==> src/rtl/nano6502_io_pkg.sv <==
// Shared IO-page constants: bank numbers, IRQ register offsets, vector helper.
// Used by irq_controller (optional soft trigger: IRQ_SOFT_TRIG_EN).
package nano6502_io_pkg;

    localparam logic [7:0] IO_BANK_IRQ = 8'h07;

    localparam logic [2:0] IRQ_REG_PEND   = 3'd0;
    localparam logic [2:0] IRQ_REG_ENABLE = 3'd1;
    localparam logic [2:0] IRQ_REG_MODE   = 3'd2;
    localparam logic [2:0] IRQ_REG_VECTOR = 3'd3;
    localparam logic [2:0] IRQ_REG_CTRL   = 3'd4;
    localparam logic [2:0] IRQ_REG_RAW    = 3'd5;
    localparam logic [2:0] IRQ_REG_SOFT   = 3'd6;

    localparam logic [7:0] VECTOR_NONE = 8'h80;

    // Lowest set index wins; VECTOR_NONE when nothing is set.
    function automatic logic [7:0] irq_vector(input logic [7:0] act);
        logic [7:0] v;
        v = VECTOR_NONE;
        for (int i = 7; i >= 0; i--) begin
            if (act[i]) v = 8'(i);
        end
        return v;
    endfunction

endpackage

==> src/rtl/irq_sync_edge.sv <==
// Per-source synchroniser chain followed by a previous-value flop.
// Produces the synchronised level and a one-cycle rise strobe.
module irq_sync_edge #(
    parameter int SYNC_STAGES = 2
) (
    input  logic i_clk,
    input  logic i_rst_n,
    input  logic i_src,
    output logic o_level,
    output logic o_rise
);

    logic [SYNC_STAGES-1:0] r_sync;
    logic                   r_prev;

    always_ff @(posedge i_clk or negedge i_rst_n) begin
        if (!i_rst_n) begin
            r_sync <= '0;
            r_prev <= 1'b0;
        end else begin
            r_sync[0] <= i_src;
            for (int i = 1; i < SYNC_STAGES; i++) begin
                r_sync[i] <= r_sync[i-1];
            end
            r_prev <= r_sync[SYNC_STAGES-1];
        end
    end

    assign o_level = r_sync[SYNC_STAGES-1];
    assign o_rise  = o_level & ~r_prev;

endmodule

==> src/rtl/irq_controller.sv <==
// IO-page interrupt aggregator driving the CPU IRQ input.
// Define IRQ_SOFT_TRIG_EN to enable the write-1-to-set SOFT register.
module irq_controller
    import nano6502_io_pkg::*;
#(
    parameter int NUM_SRC     = 8,
    parameter int SYNC_STAGES = 2
) (
    input  logic               clk_i,
    input  logic               rst_n_i,
    input  logic               R_W_n,
    input  logic [2:0]         reg_addr_i,
    input  logic [2:0]         reg_addr_r_i,
    input  logic [7:0]         data_i,
    input  logic               irq_cs,
    output logic [7:0]         data_o,
    input  logic [NUM_SRC-1:0] src_i,
    output logic               irq_o
);

    localparam logic [7:0] SRC_MASK = 8'((16'd1 << NUM_SRC) - 16'd1);

    logic [7:0] w_level;
    logic [7:0] w_rise;
    logic [7:0] w_set;
    logic [7:0] w_clr;
    logic [7:0] w_soft;
    logic [7:0] w_active;
    logic [7:0] w_rdata;
    logic       w_wr;

    logic [7:0] r_pend;
    logic [7:0] r_enable;
    logic [7:0] r_mode;
    logic       r_ctrl;
    logic       r_irq;
    logic [7:0] r_data;

    for (genvar g = 0; g < 8; g++) begin : g_src
        if (g < NUM_SRC) begin : g_on
            irq_sync_edge #(
                .SYNC_STAGES(SYNC_STAGES)
            ) u_sync (
                .i_clk  (clk_i),
                .i_rst_n(rst_n_i),
                .i_src  (src_i[g]),
                .o_level(w_level[g]),
                .o_rise (w_rise[g])
            );
        end else begin : g_off
            assign w_level[g] = 1'b0;
            assign w_rise[g]  = 1'b0;
        end
    end

    assign w_wr = irq_cs & ~R_W_n;

    assign w_clr = (w_wr && reg_addr_i == IRQ_REG_PEND) ?
                   (data_i & SRC_MASK) : 8'h00;

`ifdef IRQ_SOFT_TRIG_EN
    assign w_soft = (w_wr && reg_addr_i == IRQ_REG_SOFT) ?
                    (data_i & SRC_MASK) : 8'h00;
`else
    assign w_soft = 8'h00;
`endif

    // Set sources are OR-ed after the clear so a colliding event is kept.
    assign w_set = (w_rise & r_mode) | (w_level & ~r_mode) | w_soft;
    assign w_active = r_pend & r_enable;

    always_comb begin
        w_rdata = 8'h00;
        case (reg_addr_r_i)
            IRQ_REG_PEND:   w_rdata = r_pend;
            IRQ_REG_ENABLE: w_rdata = r_enable;
            IRQ_REG_MODE:   w_rdata = r_mode;
            IRQ_REG_VECTOR: w_rdata = irq_vector(w_active);
            IRQ_REG_CTRL:   w_rdata = {7'b0, r_ctrl};
            IRQ_REG_RAW:    w_rdata = w_level;
            default:        w_rdata = 8'h00;
        endcase
    end

    always_ff @(posedge clk_i or negedge rst_n_i) begin
        if (!rst_n_i) begin
            r_pend   <= 8'h00;
            r_enable <= 8'h00;
            r_mode   <= SRC_MASK;
            r_ctrl   <= 1'b0;
            r_irq    <= 1'b0;
            r_data   <= 8'h00;
        end else begin
            r_pend <= ((r_pend & ~w_clr) | w_set) & SRC_MASK;
            r_irq  <= r_ctrl & |w_active;
            if (w_wr) begin
                case (reg_addr_i)
                    IRQ_REG_ENABLE: r_enable <= data_i & SRC_MASK;
                    IRQ_REG_MODE:   r_mode   <= data_i & SRC_MASK;
                    IRQ_REG_CTRL:   r_ctrl   <= data_i[0];
                    default:        ;
                endcase
            end
            if (irq_cs) begin
                r_data <= w_rdata;
            end
        end
    end

    assign data_o = r_data;
    assign irq_o  = r_irq;

endmodule
==> config.mk <==
export PLATFORM = sky130hd
export DESIGN_NAME = irq_controller
export DESIGN_NICKNAME = d
export VERILOG_FILES = /design/src/rtl/nano6502_io_pkg.sv /design/src/rtl/irq_sync_edge.sv /design/src/rtl/irq_controller.sv
export SDC_FILE = /design/constraint.sdc
export NUM_CORES = 1
export LEC_CHECK = 0
export BUFFER_PORTS_ARGS = -buffer_cell sky130_fd_sc_hd__buf_2
export CORE_MARGIN = 3
export CORE_UTILIZATION = 30
export CTS_CLUSTER_DIAMETER = 120
export CTS_CLUSTER_SIZE = 8
export DETAILED_ROUTE_END_ITERATION = 8
export RECOVER_POWER = 100
export SYNTH_ARGS = -nofsm -noshare
export SYNTH_HDL_FRONTEND = slang
export SYNTH_SLANG_ARGS = --single-unit
==> constraint.sdc <==
create_clock -name clk_i -period 1.5 [get_ports clk_i]
set_input_delay 0.3 -clock clk_i [delete_from_list [all_inputs] [get_ports clk_i]]
set_output_delay 0.3 -clock clk_i [all_outputs]
set_load 0.02 [all_outputs]
# After elaboration in Yosys (flattened, before gate mapping)
# Index checks and enable logic that the tools add are counted.
# word_totals
reg_bits,58
inputBits,26
out_inout_bits,9
elab_cells,74
# classes
eq_ne,8
n_mux,10
n_bitwise,27
reduce_logical,7
# ops
cell,n
8-bit 2-to-1 mux,9
8-bit one-hot mux with 6 select lines,1
8-bit bitwise AND,4
8-bit NOT,2
8-bit OR,2
1-bit bitwise AND,10
3-bit by 2-bit == test with 1-bit output (second input constant),3
3-bit == test (second input constant),3
1-bit NOT,9
8-bit OR reduction,1
3-bit by 1-bit == test with 1-bit output (second input constant),2
3-bit logical NOT,2
2-bit AND reduction,3
1-bit logical AND,1

# Logic depth before layout (Yosys ltp)
# Gate-level depths: netlist (run 1).
# logic_depth
ltp_word,10
depth_mapped,6
mapped_depth_nobuf,4

# Cells and area by module
# A second synthesis (run 1) with hierarchy kept.
# unflattened
cells_unflattened,187
hier_area_um2,2476.1
# by_module_without_submodules
module,instances,cells_each,area_per_inst_um2,seq_area_each_um2
irq_controller,1,155,1765.4,860.8
irq_sync_edge,8,4,88.8,75.1

# Worst setup path before layout (run 1)
# OpenSTA, ideal clock, no wires.
# synth_path
kind,input port to flip-flop
startpoint,in irq_cs
endpoint,reg r_pend[1]
setup_ps,121
arrival_ps,1231
required_time_ps,1379
path_slack_ps,148
cell_stages,5
n_path_buf,1
path_cell_list,buf_6 -> nor3b_4 -> nor3b_4 -> nand2_1 -> a22o_1
# synth_between
elab_chain_len,6
# synth_lines
item,line_no,text
from (decl),irq_controller.sv:15,"input logic irq_cs,"
1-bit bitwise AND,irq_controller.sv:56,assign w_wr = irq_cs & ~R_W_n;
1-bit logical AND,irq_controller.sv:58,assign w_clr = (w_wr && reg_addr_i == IRQ_REG_PEND) ?
8-bit 2-to-1 mux,irq_controller.sv:58,
8-bit NOT,irq_controller.sv:94,r_pend <= ((r_pend & ~w_clr) | w_set) & SRC_MASK;
8-bit bitwise AND,irq_controller.sv:94,
8-bit OR,irq_controller.sv:94,
to (signal assigned),irq_controller.sv:94,
to (decl),irq_controller.sv:32,logic [7:0] r_pend;
# No other way between the ends.
# A chain may end at the register's enable or synchronous reset.

# Worst setup path after layout (run 1)
# layout_path
startpoint,reg r_enable[0]
endpoint,"reg r_data[1], in the netlist data_o[1]"
# layout_between
elab_chain_len,3
# layout_lines
item,line_no,text
from (decl),irq_controller.sv:33,logic [7:0] r_enable;
from (signal assigned),irq_controller.sv:98,IRQ_REG_ENABLE: r_enable <= data_i & SRC_MASK;
8-bit bitwise AND,irq_controller.sv:70,assign w_active = r_pend & r_enable;
8-bit 2-to-1 mux,nano6502_io_pkg.sv:22,if (act[i]) v = 8'(i);
8-bit one-hot mux with 6 select lines,irq_controller.sv:74,case (reg_addr_r_i)
to (signal assigned),irq_controller.sv:105,r_data <= w_rdata;
to (decl),irq_controller.sv:37,logic [7:0] r_data;
# No other way between the ends.

==> impl_metrics.yaml, run 1 <==
timing:
  period_needed_ps: 1300
  report.final.slew_viol_count: 0
  clock_skew_ps: 5.97
  finalCritPeriodShare: 0.868
  fmax_ghz: 0.768
  tightest_slew_ps: 776
  finalHoldViolations: 0
  max_slew_margin: 0.483
  rsz0062_at_grt: "false"
  setup_violations: 0
  fin_setup_tns_ps: 0
worst_setup_path:
  cp.arrival_ps: 1550
  critPathCapture: "data_o[1]$_DFFE_PN0P_"
  start_kind: "flop"
  r2r-end: "data_o[1]$_DFFE_PN0P_"
  r2r_setup_slack_ps: 200
  worstRegToRegCells: 4
  endpoint_kind: "flop"
  worst_ep_required_time_ps: 1740
  crit_start: "r_enable[0]$_DFFE_PN0P_"
  reg2reg_from: "r_enable[0]$_DFFE_PN0P_"
  worst-setup-path-type: "reg2reg"
  worst-path-max-fanout: 3
floorplanning:
  ios: 35
  core_um2: 7450
  initial_core_util: 0.318
  die-area_um2: 8990
  dieWidth_um: 94.8
  std_cell_rows: 31
  die_h_um: 94.8
grt:
  grt.met2_usage: 0.173
  antenna_found_initial: 0
  grt_pass1_vias: 1592
  met1_usage: 0.164
  met3_usage: 0.0677
  grt.busiest_layer: "met2"
  grt-ovfl-total: 0
  grt_max_degree: 59
  grt_pass1_wl_um: 8110
  track_usage: 0.124
synth:
  ys_warn_count: 0
  synth_cells: 181
  ys_top_cells_by_count: "dfrtp_1, nand2_1, mux2_2, mux2i_1, a22o_1"
  syn_area_um2: 2370
  synthesis.nets: 207
  syn_area_per_cell_um2: 13.1
  synthTopCellsByArea: "dfrtp_1, dfstp_2, mux2_2"
  yosysSeqAreaShare: 0.617
  ys.flop_type: "dfrtp_1"
  yosysTopAreaCell: "dfrtp_1"
  synth_top_area_frac: 0.529
  yosysMostFrequentCell: "dfrtp_1"
  synth.distinct_cells: 32
  synth_edf_count: 0
  async_flop_share: 1.00
  synth_seq_cells: 58
power:
  ir_drop_v: 0.000472
  p_int_w: 0.00267
  power_density_nw_per_um2: 1290
  leakage_nw: 1.24
  power_frac_clock: 0.330
  seqPwrFrac: 0.521
  switchingPower_w: 0.000988
  power_frac_comb: 0.148
  switching_share: 0.270
drt:
  wire_per_inst_um: 14.9
  postRouteAntennaNets: 0
  dr.pass1.iters: 4
  drt_iter0_drc: 124
  vias: 1593
  vias_per_cell: 4.77
  drc: 0
  routed_wl_um: 4990
cells_and_area:
  drive_gt1_frac: 0.294
  nNetsFinal: 256
  antenna_cells: 0
  fin_area_um2: 2840
  syn2layout_area_growth_pct: 20.1
clock_network:
  cts_sinks: 58
  post_cts_buffers: 0
  cts_buffers: 9
  clkTransAtPathRegs_ps: 60
  clockRootBuffer: "clkbuf_8"
  cts_tree: "yes"
  h-tree-depth: 3
  clock_latency_ps: 340
  clock_tree.buffer_depth: 2
job:
  maxCapViolations: 0
worst_hold_path:
  hold_depth: 1
  hp-class: "in2reg"
placement:
  portBuffers: 34
  place_hpwl_um: 3410
  gp_congestion: 0.765
  dpl_cell_area_um2: 2710
outcome:
  status: "completed"
==> per-stage QoR <==
| stage | hold slack, ps | std cells | power (W) | setup slack (ps) | util |
|---|---|---|---|---|---|
| CTS | 44.3 | 334 | 0.00374 | 150 | 0.387 |
| floorplan | 4.41 | 181 | 0.00227 | 148 | - |
| global route | 29.2 | 334 | 0.00389 | 84.9 | 0.382 |
| finish | 62.5 | 334 | 0.00366 | 198 | 0.382 |
| global placement | 325 | 317 | 0.00249 | 48.9 | 0.363 |
| detailed placement | 328 | 317 | 0.00250 | 25.4 | 0.363 |
==> final cells by class <==
| class | instances | area, um2 |
|---|---|---|
| Tap cell | 99 | 124 |
| Timing Repair Buffer | 44 | 231 |
| Inverter | 4 | 15.0 |
| Fill cell | 771 | 4600 |
| Multi-Input combinational cell | 113 | 848 |
| Clock inverter | 3 | 15.0 |
| Sequential cell | 58 | 1460 |
| Clock buffer | 13 | 149 |
==> registers in the layout (all words and copies together), names as in the netlist <==
signal                    cells
irq_o                         1
data_o                        8
r_enable                      8
g_src.g_on.u_sync.r_sync     16
r_pend                        8
r_ctrl                        1
g_src.g_on.u_sync.r_prev      8
r_mode                        8
==> kinds of logic after synthesis <==
group	after synthesis	share of synthesized area
AOI/OAI and AO/OA	38	0.120
buffers and inverters	10	0.0217
DFF	58	0.617
muxes	33	0.149
and+or+nand+nor	42	0.0925
==> critical path: stages, from the launching register on <==
cell and delay, ps:
dfrtp_1 390, and2_0 190, nor3_2 260, a31oi_1 130, a211oi_1 230
==> cells in the final DEF (no fill, tap or decap), types with 2 or more instances in the layout <==
cell type	Yosys	routed
nand2b_1	2	2
clkbuf_8	0	10
buf_4	1	7
o21ai_0	5	5
a32o_1	2	2
a31oi_1	2	2
o22ai_1	2	2
nand3b_1	2	2
nor2_1	6	6
dfrtp_1	50	50
a21oi_1	6	6
o32a_1	4	4
o32ai_1	2	2
mux2i_1	16	16
dfstp_1	0	4
a22oi_1	2	2
mux2_2	17	17
nand2_1	25	25
clkinv_2	0	3
a22o_1	9	9
dfstp_2	8	4
clkbuf_1	2	14
buf_2	2	24
inv_1	4	4
==> worst min path at each step <==
stage / from / slack [ps] / endpoint
after floorplan: rst_n_i / 4 / data_o[0]$_DFFE_PN0P_
after global placement: rst_n_i / 320 / g_src[2].g_on.u_sync.r_sync[0]$_DFF_PN0_
after detailed placement: rst_n_i / 330 / g_src[2].g_on.u_sync.r_sync[0]$_DFF_PN0_
after CTS: src_i[4] / 40 / g_src[4].g_on.u_sync.r_sync[0]$_DFF_PN0_
after global routing: src_i[4] / 30 / g_src[4].g_on.u_sync.r_sync[0]$_DFF_PN0_
final: src_i[4] / 60 / g_src[4].g_on.u_sync.r_sync[0]$_DFF_PN0_
==> what timing repair did <==
| item | in CTS | in global routing |
|---|---|---|
| setup endpoints to repair | 0 | 1 |
| gates resized for setup | 0 | 1 |
| endpoints found under the hold margin | 50 | 0 |
| hold buffers | 1 | 0 |
==> routing by layer <==
layer / wire, um / vias up
met4: 76 / 0
met3: 354 / 10
li1: - / 757
met1: 2430 / 777
met5: 0 / -
met2: 2130 / 49
==> power groups by stage <==
stage	Clock (W)	Combinational, W	Sequential (W)
2_1_floorplan	0	0.000335	0.00194
3_3_place_gp	0	0.000554	0.00193
3_5_place_dp	0	0.000563	0.00194
4_1_cts	0.00126	0.000567	0.00191
5_1_grt	0.00135	0.000608	0.00193
6_report	0.00121	0.000542	0.00191
Note: power is estimated with default switching activity, not from simulation.
==> inputs of run 2 (changes only) <==
- MAX_ROUTING_LAYER: default -> met4
- PLACE_DENSITY_LB_ADDON: default -> 0.1
- clock period: 1.5 -> 1.24 ns (I/O delays scaled with it)
==> impl_metrics.yaml, run 2 (synthesis results as in run 1) <==
timing:
  max_slew_margin: 0.520
  finalCritPeriodShare: 0.991
  finalHoldViolations: 0
  rsz0062_at_grt: "true"
  clock_skew_ps: 7.61
  fmax_ghz: 0.814
  period_needed_ps: 1230
  tightest_slew_ps: 719
  report.final.slew_viol_count: 0
  setup_violations: 0
  setup_ws_ps: 11.0
cells_and_area:
  stdcell_count: 357
  nFillCells: 760
  antenna_cells: 0
  most-common-layout-cells: "dfrtp_1, nand2_1, buf_4"
  largest_reg_flops: 16
  drive_gt1_frac: 0.403
  multi_input_area_um2: 870
  final_common_cell: "dfrtp_1"
  syn2layout_area_growth_pct: 32.8
  fin_area_um2: 3140
  nNetsFinal: 279
  top_register: "g_src.g_on.u_sync.r_sync"
  post-route-util: 0.422
  register_area_um2: 1460
clock_network:
  cts_buffers: 9
  h-tree-depth: 3
  clock_tree.buffer_depth: 2
  clkTransAtPathRegs_ps: 70
  cts_tree: "yes"
  clockRootBuffer: "clkbuf_8"
  cts_sinks: 58
  clock_latency_ps: 330
  post_cts_buffers: 0
power:
  power_frac_comb: 0.151
  leakage_nw: 1.41
  switching_share: 0.242
  seqPwrFrac: 0.436
  ir_drop_v: 0.000699
  power_frac_clock: 0.413
  switchingPower_w: 0.00127
  power_density_nw_per_um2: 1680
  report.power.total_w: 0.00527
  p_int_w: 0.00400
drt:
  drc: 0
  vias: 1661
  wire_per_inst_um: 15.1
  drt_iter0_drc: 45
  vias_per_cell: 4.65
  dr.pass1.iters: 4
  postRouteAntennaNets: 0
  routed_wl_um: 5410
grt:
  grt_pass1_vias: 1648
  grt_pass1_wl_um: 8690
  track_usage: 0.137
  antenna_found_initial: 0
  grt_max_degree: 59
  grt-ovfl-total: 0
worst_setup_path:
  start_kind: "flop"
  endpoint_kind: "flop"
  worst-setup-path-type: "reg2reg"
  worst-path-max-fanout: 3
  worst_ep_required_time_ps: 1460
  cp.arrival_ps: 1450
placement:
  preCtsSetupSlack_ps: -162
  place_hpwl_um: 3740
  dp_cells: 336
  portBuffers: 34
  gp_congestion: 0.741
  dpl_cell_area_um2: 2870
floorplanning:
  ios: 35
  die-area_um2: 8990
  dieWidth_um: 94.8
  core_um2: 7450
  die_h_um: 94.8
  initial_core_util: 0.318
  std_cell_rows: 31
worst_hold_path:
  hp-class: "in2reg"
job:
  maxCapViolations: 0
outcome:
  status: "completed"
## run 2: critical path: stages (launching register included)
cell and delay (ps):
dfrtp_1 390, a22o_1 260, nand2b_1 200, o31a_1 260
## run 2: stage by stage
step	hold WS, ps	TNS (ps)
final	21.9	0
after global routing	1.28	-124
after CTS	0.673	0
after detailed placement	276	-2360
after floorplan	-47.6	-96.8
after global placement	280	-2260
## run 2: power by group through the flow
stage,combinational [W],sequential (W),clock [W]
detailed placement,0.000789,0.00234,0
global route,0.000884,0.00233,0.00234
finish,0.000795,0.00230,0.00218
global placement,0.000789,0.00233,0
CTS,0.000808,0.00230,0.00224
floorplan,0.000407,0.00235,0
## run 2: metal layers
layer | GRT usage | vias up | share of wire
li1 | - | 809 | -
met4 | 0.0793 | 0 | 0.026
met1 | 0.189 | 795 | 0.50
met2 | 0.180 | 47 | 0.42
met3 | 0.0351 | 10 | 0.054
met5 | - | - | 0
## run 2: what timing repair did
action,4_1_cts,5_1_grt
hold buffers,5,0
endpoints found under the setup margin,3,4
pin swaps,1,1
gates resized for setup,1,4
hold endpoints to repair,54,0
## run 2: layout make-up
type | instances | area share
Multi-Input combinational cell | 113 | 0.277
Clock inverter | 4 | 0.0311
Clock buffer | 12 | 0.0494
Tap cell | 99 | 0.0394
Inverter | 4 | 0.00478
Sequential cell | 58 | 0.465
Timing Repair Buffer | 67 | 0.134
## run 2: worst paths after layout
check / start / end / slack, ps / cells past startpoint
worst min-delay path: src_i[0] / g_src[0].g_on.u_sync.r_sync[0]$_DFF_PN0_ / 20 / 1
worst max register to register: r_pend[4]$_DFF_PN0_ / irq_o$_DFF_PN0_ / 10 / 3
worst max-delay path: r_pend[4]$_DFF_PN0_ / irq_o$_DFF_PN0_ / 10 / 3
max in group asynchronous: rst_n_i / g_src[1].g_on.u_sync.r_sync[1]$_DFF_PN0_ / 170 / 3
min in group asynchronous: rst_n_i / g_src[6].g_on.u_sync.r_sync[0]$_DFF_PN0_ / 600 / 3
worst min register to register: g_src[7].g_on.u_sync.r_sync[0]$_DFF_PN0_ / g_src[7].g_on.u_sync.r_sync[1]$_DFF_PN0_ / 350 / 0
==> inputs of run 3 (changes only) <==
- ABC_AREA: default -> 1
==> impl_metrics.yaml, run 3 <==
drt:
  drt_iter0_drc: 91
  postRouteAntennaNets: 0
  dr.pass1.iters: 4
  wire_per_inst_um: 12.5
  drc: 0
  vias_per_cell: 4.25
  vias: 1792
  routed_wl_um: 5270
cells_and_area:
  most-common-layout-cells: "nand2_1, dfrtp_1, buf_2"
  fin_area_um2: 2990
  register_area_um2: 1460
  drive_gt1_frac: 0.238
  nNetsFinal: 344
  syn2layout_area_growth_pct: 25.1
  multi_input_area_um2: 779
  final_common_cell: "nand2_1"
  top_register: "g_src.g_on.u_sync.r_sync"
  largest_reg_flops: 16
  stdcell_count: 422
  nFillCells: 771
  antenna_cells: 0
synth:
  synth_seq_cells: 58
  ys.flop_type: "dfrtp_1"
  ys_warn_count: 0
  synthTopCellsByArea: "dfrtp_1, nand2_1, dfstp_2"
  synth_edf_count: 0
  yosysMostFrequentCell: "nand2_1"
  yosysSeqAreaShare: 0.612
  syn_area_um2: 2390
  ys_top_cells_by_count: "nand2_1, dfrtp_1, inv_1, o21ai_0"
  synthesis.nets: 285
  synth_cells: 259
  synth.distinct_cells: 23
  synth_top_area_frac: 0.524
  syn_area_per_cell_um2: 9.23
  async_flop_share: 1.00
  yosysTopAreaCell: "dfrtp_1"
grt:
  grt_max_degree: 59
  track_usage: 0.134
  grt-ovfl-total: 0
  grt_pass1_vias: 1774
  antenna_found_initial: 0
  grt_pass1_wl_um: 8680
job:
  maxCapViolations: 0
worst_setup_path:
  critPathMaxStageDelay_ps: 400
  path_delay_family: "simple AND/OR/NAND/NOR gates"
  start_kind: "flop"
  path_common_cell: "nand2_1"
  worst-setup-path-type: "reg2reg"
  endpoint_kind: "flop"
  cp_num_buf_inv: 1
  cp_slowest_cell: "dfrtp_1"
  worst-path-max-fanout: 3
  worst_ep_required_time_ps: 1450
  cp.arrival_ps: 1360
  crit_chain: "nand2_2 -> inv_1 -> nand2_1 -> nand2_1 -> nand2_1 -> nand2_1 -> nand2_1 -> nand2_1 -> nand2_1 -> nand2_1 -> nand2_1 -> nand2_1"
worst_hold_path:
  hp-class: "in2reg"
timing:
  report.final.slew_viol_count: 0
  setup_violations: 0
  period_needed_ps: 1150
  whs_ps: 24.9
  fmax_ghz: 0.870
  finalHoldViolations: 0
  tightest_slew_ps: 728
  setup_ws_ps: 90.8
  fin_setup_tns_ps: 0
  clock_skew_ps: 5.90
  max_slew_margin: 0.515
  finalCritPeriodShare: 0.927
placement:
  portBuffers: 34
  gp_congestion: 0.789
  dp_cells: 399
  place_hpwl_um: 3690
  preCtsSetupSlack_ps: -145
  dpl_cell_area_um2: 2740
floorplanning:
  core_um2: 7490
  std_cell_rows: 31
  die_h_um: 95.3
  ios: 35
  die-area_um2: 9070
  dieWidth_um: 95.3
  initial_core_util: 0.319
outcome:
  status: "completed"
power:
  power_density_nw_per_um2: 1630
  leakage_nw: 1.50
  ir_drop_v: 0.000693
clock_network:
  clockRootBuffer: "clkbuf_8"
  clock_tree.buffer_depth: 2
  cts_buffers: 9
  cts_tree: "yes"
  h-tree-depth: 3
  cts_sinks: 58
  clkTransAtPathRegs_ps: 60
  clock_latency_ps: 330
## run 3: cell count changes in the layout (fill, tap and decap cells not counted), moves of 6 or more
cell,change
a22o_1,-9
buf_4,-14
inv_1,+17
mux2_2,-17
mux2i_1,-16
nand2_1,+91
nand3_1,+6
o21ai_0,+19
## run 3: path summary, 6_finish.rpt
kind / to / slack [ps] / from / cells after the start
setup / recovery: data_o[0]$_DFFE_PN0P_ / 90 / r_enable[7]$_DFFE_PN0P_ / 12
min in group asynchronous: g_src[2].g_on.u_sync.r_sync[0]$_DFF_PN0_ / 590 / rst_n_i / 3
hold / removal: g_src[6].g_on.u_sync.r_sync[0]$_DFF_PN0_ / 20 / src_i[6] / 1
max in group asynchronous: r_enable[0]$_DFFE_PN0P_ / 150 / rst_n_i / 3
setup reg to reg: data_o[0]$_DFFE_PN0P_ / 90 / r_enable[7]$_DFFE_PN0P_ / 12
hold reg to reg: g_src[0].g_on.u_sync.r_sync[1]$_DFF_PN0_ / 350 / g_src[0].g_on.u_sync.r_sync[0]$_DFF_PN0_ / 0
## run 3: through the flow
stage,total power (W),util
finish,0.00488,0.399
global route,0.00515,0.399
CTS,0.00496,0.398
detailed placement,0.00295,0.366
global placement,0.00295,0.366
floorplan,0.00268,-
## run 3: metal layers
layer | routed length (um) | track usage | share of wire | vias up
met2 | 2370 | 0.193 | 0.45 | 37
met3 | 295 | 0.0466 | 0.056 | 5
li1 | - | - | - | 936
met4 | 65 | 0.0541 | 0.012 | 0
met1 | 2540 | 0.173 | 0.48 | 814
met5 | 0 | - | 0 | -
## run 3: report_power, final
part	internal [W]	total (W)	switching, W	leakage (nW)
logic	0.000248	0.000634	0.000386	0.714
registers	0.00213	0.00227	0.000141	0.666
clock network	0.00124	0.00197	0.000731	0.117
## run 3: cell families (layout without fill, tap and decap cells)
kind of cell / Yosys count / count (layout) / share of synthesized area
simple gates: 141 / 141 / 0.249
compound gates: 35 / 35 / 0.0895
buf+inv: 25 / 89 / 0.0497
flops: 58 / 58 / 0.612
## run 3: repair_timing
| action | 4_1_cts | 5_1_grt |
|---|---|---|
| gates resized for setup | 0 | 4 |
| setup endpoints to repair | 0 | 4 |
| buffers inserted | 0 | 1 |
| hold buffers | 1 | 5 |
| hold endpoints to repair | 50 | 5 |
## run 3: final cells by class
cell class | count | area share
clock buffer | 12 | 0.0519
timing repair buffer | 51 | 0.104
clock inverter | 4 | 0.0247
tap | 99 | 0.0414
sequential | 58 | 0.489
inverter | 22 | 0.0285
multi-input combinational | 176 | 0.261
## run 3: worst reg2reg max path, stage by stage, from the launching register on
cell and delay [ps]:
dfrtp_1 400, nand2_2 90, inv_1 40, nand2_1 50, nand2_1 40, nand2_1 50, nand2_1 50, nand2_1 60
nand2_1 50, nand2_1 60, nand2_1 50, nand2_1 50, nand2_1 50
